==> src/rtl/level_pkg.sv <==
// Shared tile codes, level state encoding and the elaboration-time coin counter.
package level_pkg;

  localparam int TILE_BDR = 0;
  localparam int TILE_SKY = 1;
  localparam int TILE_BLK = 2;
  localparam int TILE_GND = 3;
  localparam int TILE_TKN = 4;
  localparam int TILE_CK1 = 5;
  localparam int TILE_CK2 = 6;

  // Largest map the coin counter can walk; maps are zero-extended into this width.
  localparam int MAX_CELLS = 1024;

  typedef logic [MAX_CELLS*8-1:0] flat_map_t;

  typedef enum logic [1:0] {PLAY, WON, LOST} level_state_e;

  function automatic int count_tkn(input flat_map_t flat, input int cells, input int tkn);
    int n;
    n = 0;
    for (int i = 0; i < cells && i < MAX_CELLS; i++) begin
      if (flat[i*8 +: 8] == 8'(tkn)) n++;
    end
    return n;
  endfunction

endpackage

==> src/rtl/level_engine_if.sv <==
// Player inputs into the level engine and the live map/score it reports back.
interface level_engine_if #(
  parameter int ROWS = 12,
  parameter int COLS = 17
);
  int                             mario_x;
  int                             mario_y;
  logic                           enemy_hit;
  logic [ROWS-1:0][COLS-1:0][7:0] background;
  int                             coins_left;
  int                             seconds_left;
  logic                           win;
  logic                           lose;
  logic [9:0]                     leds;

  modport master (
    output mario_x, mario_y, enemy_hit,
    input  background, coins_left, seconds_left, win, lose, leds
  );

  modport slave (
    input  mario_x, mario_y, enemy_hit,
    output background, coins_left, seconds_left, win, lose, leds
  );
endinterface

==> src/rtl/tile_overlap.sv <==
// Strict box overlap between Mario and one map tile; purely combinational.
module tile_overlap #(
  parameter int ROWS            = 12,
  parameter int COLS            = 17,
  parameter int CHARACTER_WIDTH = 42,
  parameter int BLOCK_WIDTH     = 40
) (
  input  int   mario_x,
  input  int   mario_y,
  input  int   tile_y,
  input  int   tile_x,
  output logic hit
);
  int left;
  int top;

  // x runs right-to-left and y bottom-to-top, so tile (0,0) sits bottom-right.
  always_comb begin
    left = (COLS - 1 - tile_x) * BLOCK_WIDTH;
    top  = (ROWS - 1 - tile_y) * BLOCK_WIDTH;
    hit  = (mario_x < left + BLOCK_WIDTH) && (mario_x + CHARACTER_WIDTH > left) &&
           (mario_y < top + BLOCK_WIDTH)  && (mario_y + CHARACTER_WIDTH > top);
  end
endmodule

==> src/rtl/level_engine.sv <==
// Level FSM: scans one tile per cycle, turns coins under Mario into sky, counts down the clock.
// Collect latency at most ROWS*COLS cycles; no backpressure, WON/LOST freeze everything until reset.
module level_engine
  import level_pkg::*;
#(
  parameter int ROWS            = 12,
  parameter int COLS            = 17,
  parameter int BDR             = TILE_BDR,
  parameter int SKY             = TILE_SKY,
  parameter int BLK             = TILE_BLK,
  parameter int GND             = TILE_GND,
  parameter int TKN             = TILE_TKN,
  parameter int CK1             = TILE_CK1,
  parameter int CK2             = TILE_CK2,
  parameter int CHARACTER_WIDTH = 42,
  parameter int BLOCK_WIDTH     = 40,
  parameter int SCREEN_WIDTH    = 640,
  parameter int SCREEN_HEIGHT   = 480,
  parameter logic [ROWS-1:0][COLS-1:0][7:0] INIT_MAP = {(ROWS*COLS){8'(SKY)}},
  parameter int CLK_HZ          = 25_000_000,
  parameter int TIME_LIMIT      = 60
) (
  input logic           vga_clock,
  input logic           reset,
  level_engine_if.slave lv
);
  localparam int YW = (ROWS > 1) ? $clog2(ROWS) : 1;
  localparam int XW = (COLS > 1) ? $clog2(COLS) : 1;
  localparam int COIN_INIT = count_tkn(flat_map_t'(INIT_MAP), ROWS*COLS, TKN);
  // Coins are only collectable when the coin code is unique and the map covers the screen.
  localparam bit MAP_OK = (TKN != SKY) && (TKN != BDR) && (TKN != BLK) && (TKN != GND) &&
                          (TKN != CK1) && (TKN != CK2) &&
                          (COLS * BLOCK_WIDTH >= SCREEN_WIDTH) && (ROWS * BLOCK_WIDTH >= SCREEN_HEIGHT);

  level_state_e                   state;
  logic [ROWS-1:0][COLS-1:0][7:0] background_q;
  int                             coins_left;
  int                             seconds_left;
  int                             prescaler;
  logic [YW-1:0]                  sy;
  logic [XW-1:0]                  sx;
  logic                           win_q;
  logic                           lose_q;
  logic                           hit;
  logic                           collect;
  logic                           tick;

  tile_overlap #(
    .ROWS            (ROWS),
    .COLS            (COLS),
    .CHARACTER_WIDTH (CHARACTER_WIDTH),
    .BLOCK_WIDTH     (BLOCK_WIDTH)
  ) u_overlap (
    .mario_x (lv.mario_x),
    .mario_y (lv.mario_y),
    .tile_y  (int'(sy)),
    .tile_x  (int'(sx)),
    .hit     (hit)
  );

  assign collect = MAP_OK && (background_q[sy][sx] == 8'(TKN)) && hit;
  assign tick    = (prescaler == CLK_HZ - 1);

  always_ff @(posedge vga_clock or negedge reset) begin
    if (!reset) begin
      state        <= PLAY;
      background_q <= INIT_MAP;
      coins_left   <= COIN_INIT;
      seconds_left <= TIME_LIMIT;
      prescaler    <= 0;
      sy           <= '0;
      sx           <= '0;
      win_q        <= 1'b0;
      lose_q       <= 1'b0;
    end else begin
      prescaler <= tick ? 0 : prescaler + 1;
      if (state == PLAY) begin
        // Win is checked first so a last coin and a timeout in the same cycle still win.
        if (coins_left == 0) begin
          state <= WON;
          win_q <= 1'b1;
        end else if (seconds_left == 0 || lv.enemy_hit) begin
          state  <= LOST;
          lose_q <= 1'b1;
        end
        if (collect) begin
          background_q[sy][sx] <= 8'(SKY);
          coins_left           <= coins_left - 1;
        end
        if (tick && seconds_left > 0) seconds_left <= seconds_left - 1;
        if (sx == XW'(COLS - 1)) begin
          sx <= '0;
          sy <= (sy == YW'(ROWS - 1)) ? '0 : sy + 1'b1;
        end else begin
          sx <= sx + 1'b1;
        end
      end
    end
  end

  assign lv.background   = background_q;
  assign lv.coins_left   = coins_left;
  assign lv.seconds_left = seconds_left;
  assign lv.win          = win_q;
  assign lv.lose         = lose_q;
  assign lv.leds         = coins_left[9:0];
endmodule

==> src/flat_wrapper.sv <==
// flat-port wrapper written by rule: the top's interface ports become plain ports
module level_engine_flat import level_pkg::*;
#(
  parameter int ROWS            = 12,
  parameter int COLS            = 17,
  parameter int BDR             = TILE_BDR,
  parameter int SKY             = TILE_SKY,
  parameter int BLK             = TILE_BLK,
  parameter int GND             = TILE_GND,
  parameter int TKN             = TILE_TKN,
  parameter int CK1             = TILE_CK1,
  parameter int CK2             = TILE_CK2,
  parameter int CHARACTER_WIDTH = 42,
  parameter int BLOCK_WIDTH     = 40,
  parameter int SCREEN_WIDTH    = 640,
  parameter int SCREEN_HEIGHT   = 480,
  parameter logic [ROWS-1:0][COLS-1:0][7:0] INIT_MAP = {(ROWS*COLS){8'(SKY)}},
  parameter int CLK_HZ          = 25_000_000,
  parameter int TIME_LIMIT      = 60
)
  (vga_clock, reset, lv_mario_x, lv_mario_y, lv_enemy_hit, lv_background, lv_coins_left, lv_seconds_left, lv_win, lv_lose, lv_leds);
  level_engine_if #(.ROWS(ROWS), .COLS(COLS)) lv_i ();
  input logic vga_clock;
  input logic reset;
  input wire logic [$bits(lv_i.mario_x)-1:0] lv_mario_x;
  input wire logic [$bits(lv_i.mario_y)-1:0] lv_mario_y;
  input wire logic [$bits(lv_i.enemy_hit)-1:0] lv_enemy_hit;
  output wire logic [$bits(lv_i.background)-1:0] lv_background;
  output wire logic [$bits(lv_i.coins_left)-1:0] lv_coins_left;
  output wire logic [$bits(lv_i.seconds_left)-1:0] lv_seconds_left;
  output wire logic [$bits(lv_i.win)-1:0] lv_win;
  output wire logic [$bits(lv_i.lose)-1:0] lv_lose;
  output wire logic [$bits(lv_i.leds)-1:0] lv_leds;
  assign lv_i.mario_x = lv_mario_x;
  assign lv_i.mario_y = lv_mario_y;
  assign lv_i.enemy_hit = lv_enemy_hit;
  assign lv_background = lv_i.background;
  assign lv_coins_left = lv_i.coins_left;
  assign lv_seconds_left = lv_i.seconds_left;
  assign lv_win = lv_i.win;
  assign lv_lose = lv_i.lose;
  assign lv_leds = lv_i.leds;
  level_engine #(.ROWS(ROWS), .COLS(COLS), .BDR(BDR), .SKY(SKY), .BLK(BLK), .GND(GND), .TKN(TKN), .CK1(CK1), .CK2(CK2), .CHARACTER_WIDTH(CHARACTER_WIDTH), .BLOCK_WIDTH(BLOCK_WIDTH), .SCREEN_WIDTH(SCREEN_WIDTH), .SCREEN_HEIGHT(SCREEN_HEIGHT), .INIT_MAP(INIT_MAP), .CLK_HZ(CLK_HZ), .TIME_LIMIT(TIME_LIMIT)) u_core (.vga_clock(vga_clock), .reset(reset), .lv(lv_i));
endmodule
==> config.mk <==
export PLATFORM = sky130hd
export DESIGN_NAME = level_engine_flat
export DESIGN_NICKNAME = d
export VERILOG_FILES = /design/src/rtl/level_pkg.sv /design/src/rtl/level_engine_if.sv /design/src/rtl/tile_overlap.sv /design/src/rtl/level_engine.sv /design/src/flat_wrapper.sv
export SDC_FILE = /design/constraint.sdc
export NUM_CORES = 2
export LEC_CHECK = 0
export CAP_MARGIN = 10
export CORE_AREA = 2 2 686 688
export CTS_BUF_LIST = sky130_fd_sc_hd__clkbuf_8 sky130_fd_sc_hd__clkbuf_16
export CTS_CLUSTER_SIZE = 16
export DETAILED_ROUTE_END_ITERATION = 6
export DIE_AREA = 0 0 688 690
export GPL_ROUTABILITY_DRIVEN = 0
export GPL_TIMING_DRIVEN = 0
export MAX_ROUTING_LAYER = met4
export PLACE_DENSITY_LB_ADDON = 0.25
export RECOVER_POWER = 25
export SYNTH_ARGS = -nofsm -noshare
export SYNTH_HDL_FRONTEND = slang
export SYNTH_HIERARCHICAL = 1
export SYNTH_SLANG_ARGS = --single-unit
==> constraint.sdc <==
create_clock -name vga_clock -period 14.1 [get_ports vga_clock]
set_input_delay 2.115 -clock vga_clock [delete_from_list [all_inputs] [get_ports vga_clock]]
set_output_delay 2.115 -clock vga_clock [all_outputs]
set_load 0.02 [all_outputs]
* Word-level counts from Yosys, hierarchy flattened *
Cells that the tools add are included.

cells by class
  add/subtract/negate cells = 11
  multiply operators = 2
  divide/modulo/power cells = 0
  $lt $le $gt $ge = 9
  equal/unequal tests = 4
  shift operators = 0
  mux-type cells = 13
  bitwise logic cells = 4
  reduce and logical (&&, ||, !) cells = 18

operators with widths
  operator                                                                  number
  1428-bit AND                                                              1
  1428-bit inverter                                                         1
  136-bit binary-select mux with 4-bit select                               1
  136-bit demux with 4-bit select                                           1
  136-bit two-way mux                                                       2
  204-bit OR                                                                1
  32-bit by 7-bit adder with 32-bit output (second input constant)          3
  32-bit logical NOT                                                        2
  32-bit by 2-bit subtractor with 32-bit output (second input constant)     2
  8-bit binary-select mux with 5-bit select                                 1
  8-bit demux with 5-bit select                                             1
  32-bit by 2-bit adder with 32-bit output (second input constant)          1
  32-bit by 26-bit equality test with 1-bit output (second input constant)  1
  32-bit by 1-bit > comparator with 1-bit output (second input constant)    1
  32-bit by 12-bit > comparator with 1-bit output                           1
  32-bit > comparator                                                       1
  32-bit by 13-bit < comparator with 1-bit output                           1
  32-bit < comparator                                                       1
  32-bit by 4-bit multiplier with 29-bit output (second input constant)     1
  32-bit two-way mux                                                        1
  8-bit two-way mux                                                         2
  12-bit by 7-bit adder with 13-bit output (second input constant)          1
  2-bit AND reduction                                                       5
  5-bit by 4-bit multiplier with 9-bit output (second input constant)       1
  20 further kinds                                                          27

storage, ports and cells
  register bits after elaboration = 1741
  bits in latches = 0
  bits in writable memories = 0
  ROM bits = 0
  input port bits = 67
  output and inout bits = 1708
  word-level logic and storage cells = 273
  memories = 0

* Longest topological paths before layout *
  depth after elaboration = 9
  gate-level depth with buffers = 41
  depth with buffers taken out = 36

* Hierarchy *
The synthesis kept the hierarchy.

by module, submodules not included
  module        instances  cells each  area an instance (µm²)  sequential area each (µm²)
  level_engine  1          5410        71876.4                 43827.0
  tile_overlap  1          1124        8564.5                  0.0

* Worst setup path before layout *
Ideal clock, no wire load.

  path kind = reg2reg
  from = reg u_core.sx[0]
  to = reg u_core.coins_left (netlist bit u_core/lv.coins_left[21])
  setup time = 130 ps
  arrival time = 7868 ps
  required time = 13970 ps
  slack = 6101 ps
  stages on the path, launching flop included = 40
  buffers on the path = 5
  period minus slack after synthesis = 7999 ps
  path through = dfrtp_1 -> clkbuf_1 -> inv_1 -> ha_1 -> nand2_1 -> a21oi_1 -> nand2_1 -> nor4_2 -> xnor2_1 -> ha_1 -> ha_1 -> buf_2 -> nand4_1 -> or3_1 -> a211oi_2 -> nor3_1 -> xor2_1 -> nor4b_4 -> [4 not listed] -> a21o_1 -> a21o_1 -> a21oi_1 -> nor2b_1 -> o21ai_0 -> nand3_1 -> o21ai_0 -> o2111ai_1 -> nor4_1 -> o31ai_1 -> nor4_1 -> or4b_1 -> or3_1 -> buf_2 -> buf_6 -> buf_6 -> or3_4 -> xnor2_2

between the ends
  cells in the longest elaborated chain, start to end = 9
  elaborated cells on any way between the ends = 13
  those cells by class = 2 x add/sub; 1 x mul; 2 x order compare; 1 x eq/ne; 2 x mux; 5 x reduce/logical

RTL lines
  what                                             line                source
  start, declared                                  level_engine.sv:41  logic [XW-1:0] sx;
  start signal, assigned                           level_engine.sv:95  sx <= sx + 1'b1;
  5-bit by 5-bit subtractor with 6-bit output *    tile_overlap.sv:19  left = (COLS - 1 - tile_x) * BLOCK_WIDTH;
  32-bit by 4-bit multiplier with 29-bit output *  tile_overlap.sv:19
  32-bit by 7-bit adder with 32-bit output         tile_overlap.sv:21  hit = (mario_x < left + BLOCK_WIDTH) && (mario_x + CHARACTER_WIDTH > left) &&
  32-bit < comparator                              tile_overlap.sv:21
  1-bit logical AND * (2 in series)                tile_overlap.sv:21
  1-bit logical AND *                              tile_overlap.sv:22  (mario_y < top + BLOCK_WIDTH) && (mario_y + CHARACTER_WIDTH > top);
  via u_core.hit                                   level_engine.sv:44  logic hit;
  1-bit logical AND *                              level_engine.sv:61  assign collect = MAP_OK && (background_q[sy][sx] == 8'(TKN)) && hit;
  2-bit AND reduction (no line) *                  -
  end signal, assigned                             level_engine.sv:88  coins_left <= coins_left - 1;
  end, declared                                    level_engine.sv:37  int coins_left;

Mark *: on every way through the listed nets, which the timed path passes. The rest lies on a longest branch. The select of a mux whose other input is x is not followed.
A chain may end at the register's enable or synchronous reset.

* Worst setup path in the final report *
  from = reg u_core.sx[0]
  to = reg u_core.background_q (netlist bit u_core/lv.background[362])

between the ends
  cells in the longest elaborated chain, start to end = 9
  elaborated cells on any way between the ends = 22
  those cells by class = 2 x add/sub; 1 x mul; 4 x order compare; 1 x eq/ne; 6 x mux; 2 x bitwise; 6 x reduce/logical

RTL lines
  what                                             line                source
  5-bit by 5-bit subtractor with 6-bit output *    tile_overlap.sv:19
  32-bit by 4-bit multiplier with 29-bit output *  tile_overlap.sv:19
  32-bit by 7-bit adder with 32-bit output         tile_overlap.sv:21
  32-bit < comparator                              tile_overlap.sv:21
  1-bit logical AND * (2 in series)                tile_overlap.sv:21
  1-bit logical AND *                              tile_overlap.sv:22
  via u_core.hit                                   level_engine.sv:44
  1-bit logical AND *                              level_engine.sv:61
  2-bit AND reduction (no line) *                  -
  end signal, assigned by index                    level_engine.sv:87  background_q[sy][sx] <= 8'(SKY);
  end, declared                                    level_engine.sv:36  logic [ROWS-1:0][COLS-1:0][7:0] background_q;

Marks and branches as above.

==> results.md <==
- Post-placement setup slack: 1.50 ns
- Core Region: 0.467 sq mm
- Most frequent cell on the critical path: sky130_fd_sc_hd__ha_1
- Final clock period utilization by the worst path: 0.878
- Setup Buffers After CTS: 0
- Number of enable flip-flop cells after synthesis: 0
- CTS tree: done
- Clock skew: 0.126 ns
- Ports: around 1800
- Leftover overflow at the end of global routing: 0
- Post-detail-place hpwl: around 530000 microns
- Starting density of the core: 0.172
- Antenna violations before repair: ~110
- Top-area cell type share of the netlist area: 0.477
- Post-cts repair resize count: 0
- Number of clock sinks seen by CTS: roughly 1700
- Proportion of layout cells with a drive suffix above 1: 0.165
- Chip width: 688 microns
- Setup violators final: 0
- Register area share after synthesis: 0.545
- Leakage: 0.0527 uW
- Maximum achievable frequency: 0.0808 GHz
- Maximum number of pins on one net before global-route repair: 154
- Largest area contributor in the synthesized netlist: sky130_fd_sc_hd__dfrtp_1
- Number of nets still failing antenna checks after routing: 0
- RSZ-0062 raised after global routing: false
- Leading cell types by count after synthesis: 1533 x sky130_fd_sc_hd__dfrtp_1, 1340 x sky130_fd_sc_hd__nor2b_1, 240 x sky130_fd_sc_hd__nor2_1, 230 x sky130_fd_sc_hd__ha_1, 221 x sky130_fd_sc_hd__nand2_1
- Count of distinct cell types in the synthesized netlist: 98
- Most frequently used flop master after synthesis: sky130_fd_sc_hd__dfrtp_1
- Synthesized area per cell: 12.3 sq um
- Setup TNS Final: 0 ns
- Endpoint class of the critical path: flop
- Kind of launch point of the worst setup path: flop
- Max transition margin: -4.66
- Count of port buffers added during placement: 1774
- Worst vdd rail ir drop: 0.106 mV
- Synthesis-to-finish area growth: 45.6%
- Arrival time at the worst endpoint: 13.11 ns
- Full die area: 0.475 sq mm
- Largest cells by area after synthesis: sky130_fd_sc_hd__dfrtp_1 48%, sky130_fd_sc_hd__nor2b_1 10%, sky130_fd_sc_hd__dfstp_2 6.8%
- Wire per inst: between 40 and 50 microns
- Cell with the biggest individual delay on the critical path: sky130_fd_sc_hd__nor3_4
- PD cells: 101 mW/mm^2
- Net count reported at finish: 9113
- Vias in the first global route: approximately 65000
- Cell area after synthesis: 0.0804 sq mm
- Via count: 66200
- Via/cell ratio: approximately 4.3
- Remaining routing DRC violations: 0
- Worst Hold Class: flop to flop
- DRC marker count from the first detailed-route iteration: 5743
- Global-route usage over all layers: 0.281
- Outcome: finished with violations
- Async S/R FF share, synth: 1.00
- WP data required: 14.84 ns
- Bufs on Longest Clock Path: 4
- Multi-input gate area in the final layout: between 0.03 and 0.04 sq mm
- Hold violation count in the final report: 0
- Post-synthesis register bit count: 1741
- Worst Path Class, Setup: flop to flop
- Post-route worst setup slack: 1.72 ns
- Max-cap violation count: 6
- Violations in the final reports: capacitance limit, slew limit
- Number of warning messages in the yosys log: 6
- Number of instances in the synthesized netlist: between 6000 and 7000
- CTS Buf Count: 228
- Clock-pin slew on the worst setup and hold paths: 0.06 ns
- Dominant cell by count in the synthesized netlist: sky130_fd_sc_hd__dfrtp_1
- Final Non-Filler Cells: approximately 15000
- Crit-path max FO: 10
- Placed insts: 14800
- Vert. Die Dim: 690 microns
- Fill cells: 49600
- Number of optimization iterations in the first detailed-route pass: 5
- Wire length of the first global-routing pass: around 820000 microns
- Clk Tree Root Cell: sky130_fd_sc_hd__clkbuf_16
- Register area: 0.0438 sq mm
- Hold buffers post-CTS: 0
- Final period demand of the worst path: between 10 and 15 ns
- Transition time at the pin with the least slew margin: 8.49 ns
- Placement row count: 251
- Max H-tree Level: 4
- Aggregate routed wire length: 665000 microns
- Final number of max-transition violations: approximately 800
- Clk_lat worst skew: about 0.99 ns
- Largest incremental delay on the critical path: 1.01 ns
==> placed cells by master, fill, tap and decap left out, types with 128 or more instances in the layout <==
| master | netlist | final |
|---|---|---|
| sky130_fd_sc_hd__a21oi_1 | 179 | 179 |
| sky130_fd_sc_hd__clkbuf_16 | 0 | 229 |
| sky130_fd_sc_hd__clkdlybuf4s50_1 | 0 | 1773 |
| sky130_fd_sc_hd__conb_1 | 1 | 154 |
| sky130_fd_sc_hd__dfrtp_1 | 1533 | 1532 |
| sky130_fd_sc_hd__dfstp_2 | 208 | 208 |
| sky130_fd_sc_hd__ha_1 | 230 | 230 |
| sky130_fd_sc_hd__mux2i_1 | 170 | 170 |
| sky130_fd_sc_hd__mux4_2 | 198 | 198 |
| sky130_fd_sc_hd__nand2_1 | 221 | 216 |
| sky130_fd_sc_hd__nor2_1 | 240 | 235 |
| sky130_fd_sc_hd__nor2b_1 | 1340 | 1338 |
| sky130_fd_sc_hd__nor3_1 | 149 | 146 |
| sky130_fd_sc_hd__o21a_1 | 128 | 128 |
| sky130_fd_sc_hd__xnor2_1 | 179 | 179 |
==> report_power, final <==
part | switching, uW | leakage (uW) | internal, uW
Clock | 2610 | 0.00403 | 3500
Combinational | 465 | 0.0251 | 264
Sequential | 0 | 0.0235 | 5000
==> critical path, delay by kind of cell (launching register included) <==
| family | cells | cell delay [ns] |
|---|---|---|
| AO/OA/AOI/OAI | 9 | 2.07 |
| adder cells (fa/ha/maj) | 4 | 1.17 |
| XOR/XNOR | 2 | 0.35 |
| buffers and inverters | 6 | 1.50 |
| AND/OR/NAND/NOR | 15 | 6.22 |
| flip-flops | 1 | 0.72 |
==> path summary, 6_finish.rpt <==
path	start	endpoint	slack, ns	depth (start not counted)
setup / recovery	u_core/sx[0]	u_core/lv.background[362]	1.72	36
hold / removal	u_core/prescaler[31]	u_core/prescaler[31]	0.47	1
hold reg to reg	u_core/prescaler[31]	u_core/prescaler[31]	0.47	1
setup reg to reg	u_core/sx[0]	u_core/lv.background[362]	1.72	36
max in group asynchronous	reset	u_core/lv.seconds_left[13]	2.34	7
min in group asynchronous	reset	u_core/lv.background[1230]	4.41	1
==> area by class of cell <==
| class | instances | area share |
|---|---|---|
| Clock inverter | 147 | 0.0112 |
| Tap cell | 6198 | 0.0662 |
| Inverter | 66 | 0.00212 |
| Clock buffer | 281 | 0.0550 |
| Multi-Input combinational cell | 4618 | 0.305 |
| Timing Repair Buffer | 1897 | 0.172 |
| Antenna cell | 42 | 0.000897 |
| Sequential cell | 1741 | 0.374 |
| Buffer | 262 | 0.0133 |
==> per-stage QoR <==
step	cell area (sq um)	total power [uW]	hold slack, ns	utilization
2_1_floorplan	81000	5540	0.433	-
3_3_place_gp	107000	5840	0.452	0.228
3_5_place_dp	109000	5830	0.454	0.234
4_1_cts	117000	12000	0.471	0.251
5_1_grt	117000	12300	0.480	0.251
6_report	117000	11800	0.470	0.251
==> routing by layer <==
layer,wire length (microns),GRT usage
met4,24900,0.0859
met3,44900,0.0618
met2,316000,0.454
met1,280000,0.350
met5,0,-
==> state kept, by name, summed over array words and instances (netlist names) <==
signal / flops
u_core/prescaler: 32
u_core/sy: 4
u_core/lv.seconds_left: 32
u_core/lv.coins_left: 32
u_core/lv.background: 1632
u_core/lv.win: 1
u_core/sx: 5
u_core/state: 2
u_core/lv.lose: 1
==> logic make-up (layout without fill, tap and decap cells) <==
family,after synthesis,count (layout),synth area share
AOI/OAI and AO/OA,822,822,0.0705
buffers and inverters,328,2653,0.0212
muxes,381,381,0.0784
adders and majority gates,232,232,0.0363
other,1,196,0.0000466
DFF,1741,1741,0.545
and+or+nand+nor,2734,2734,0.216
xor gates and xnor gates,295,295,0.0323
(Power assumes the default switching activity.)
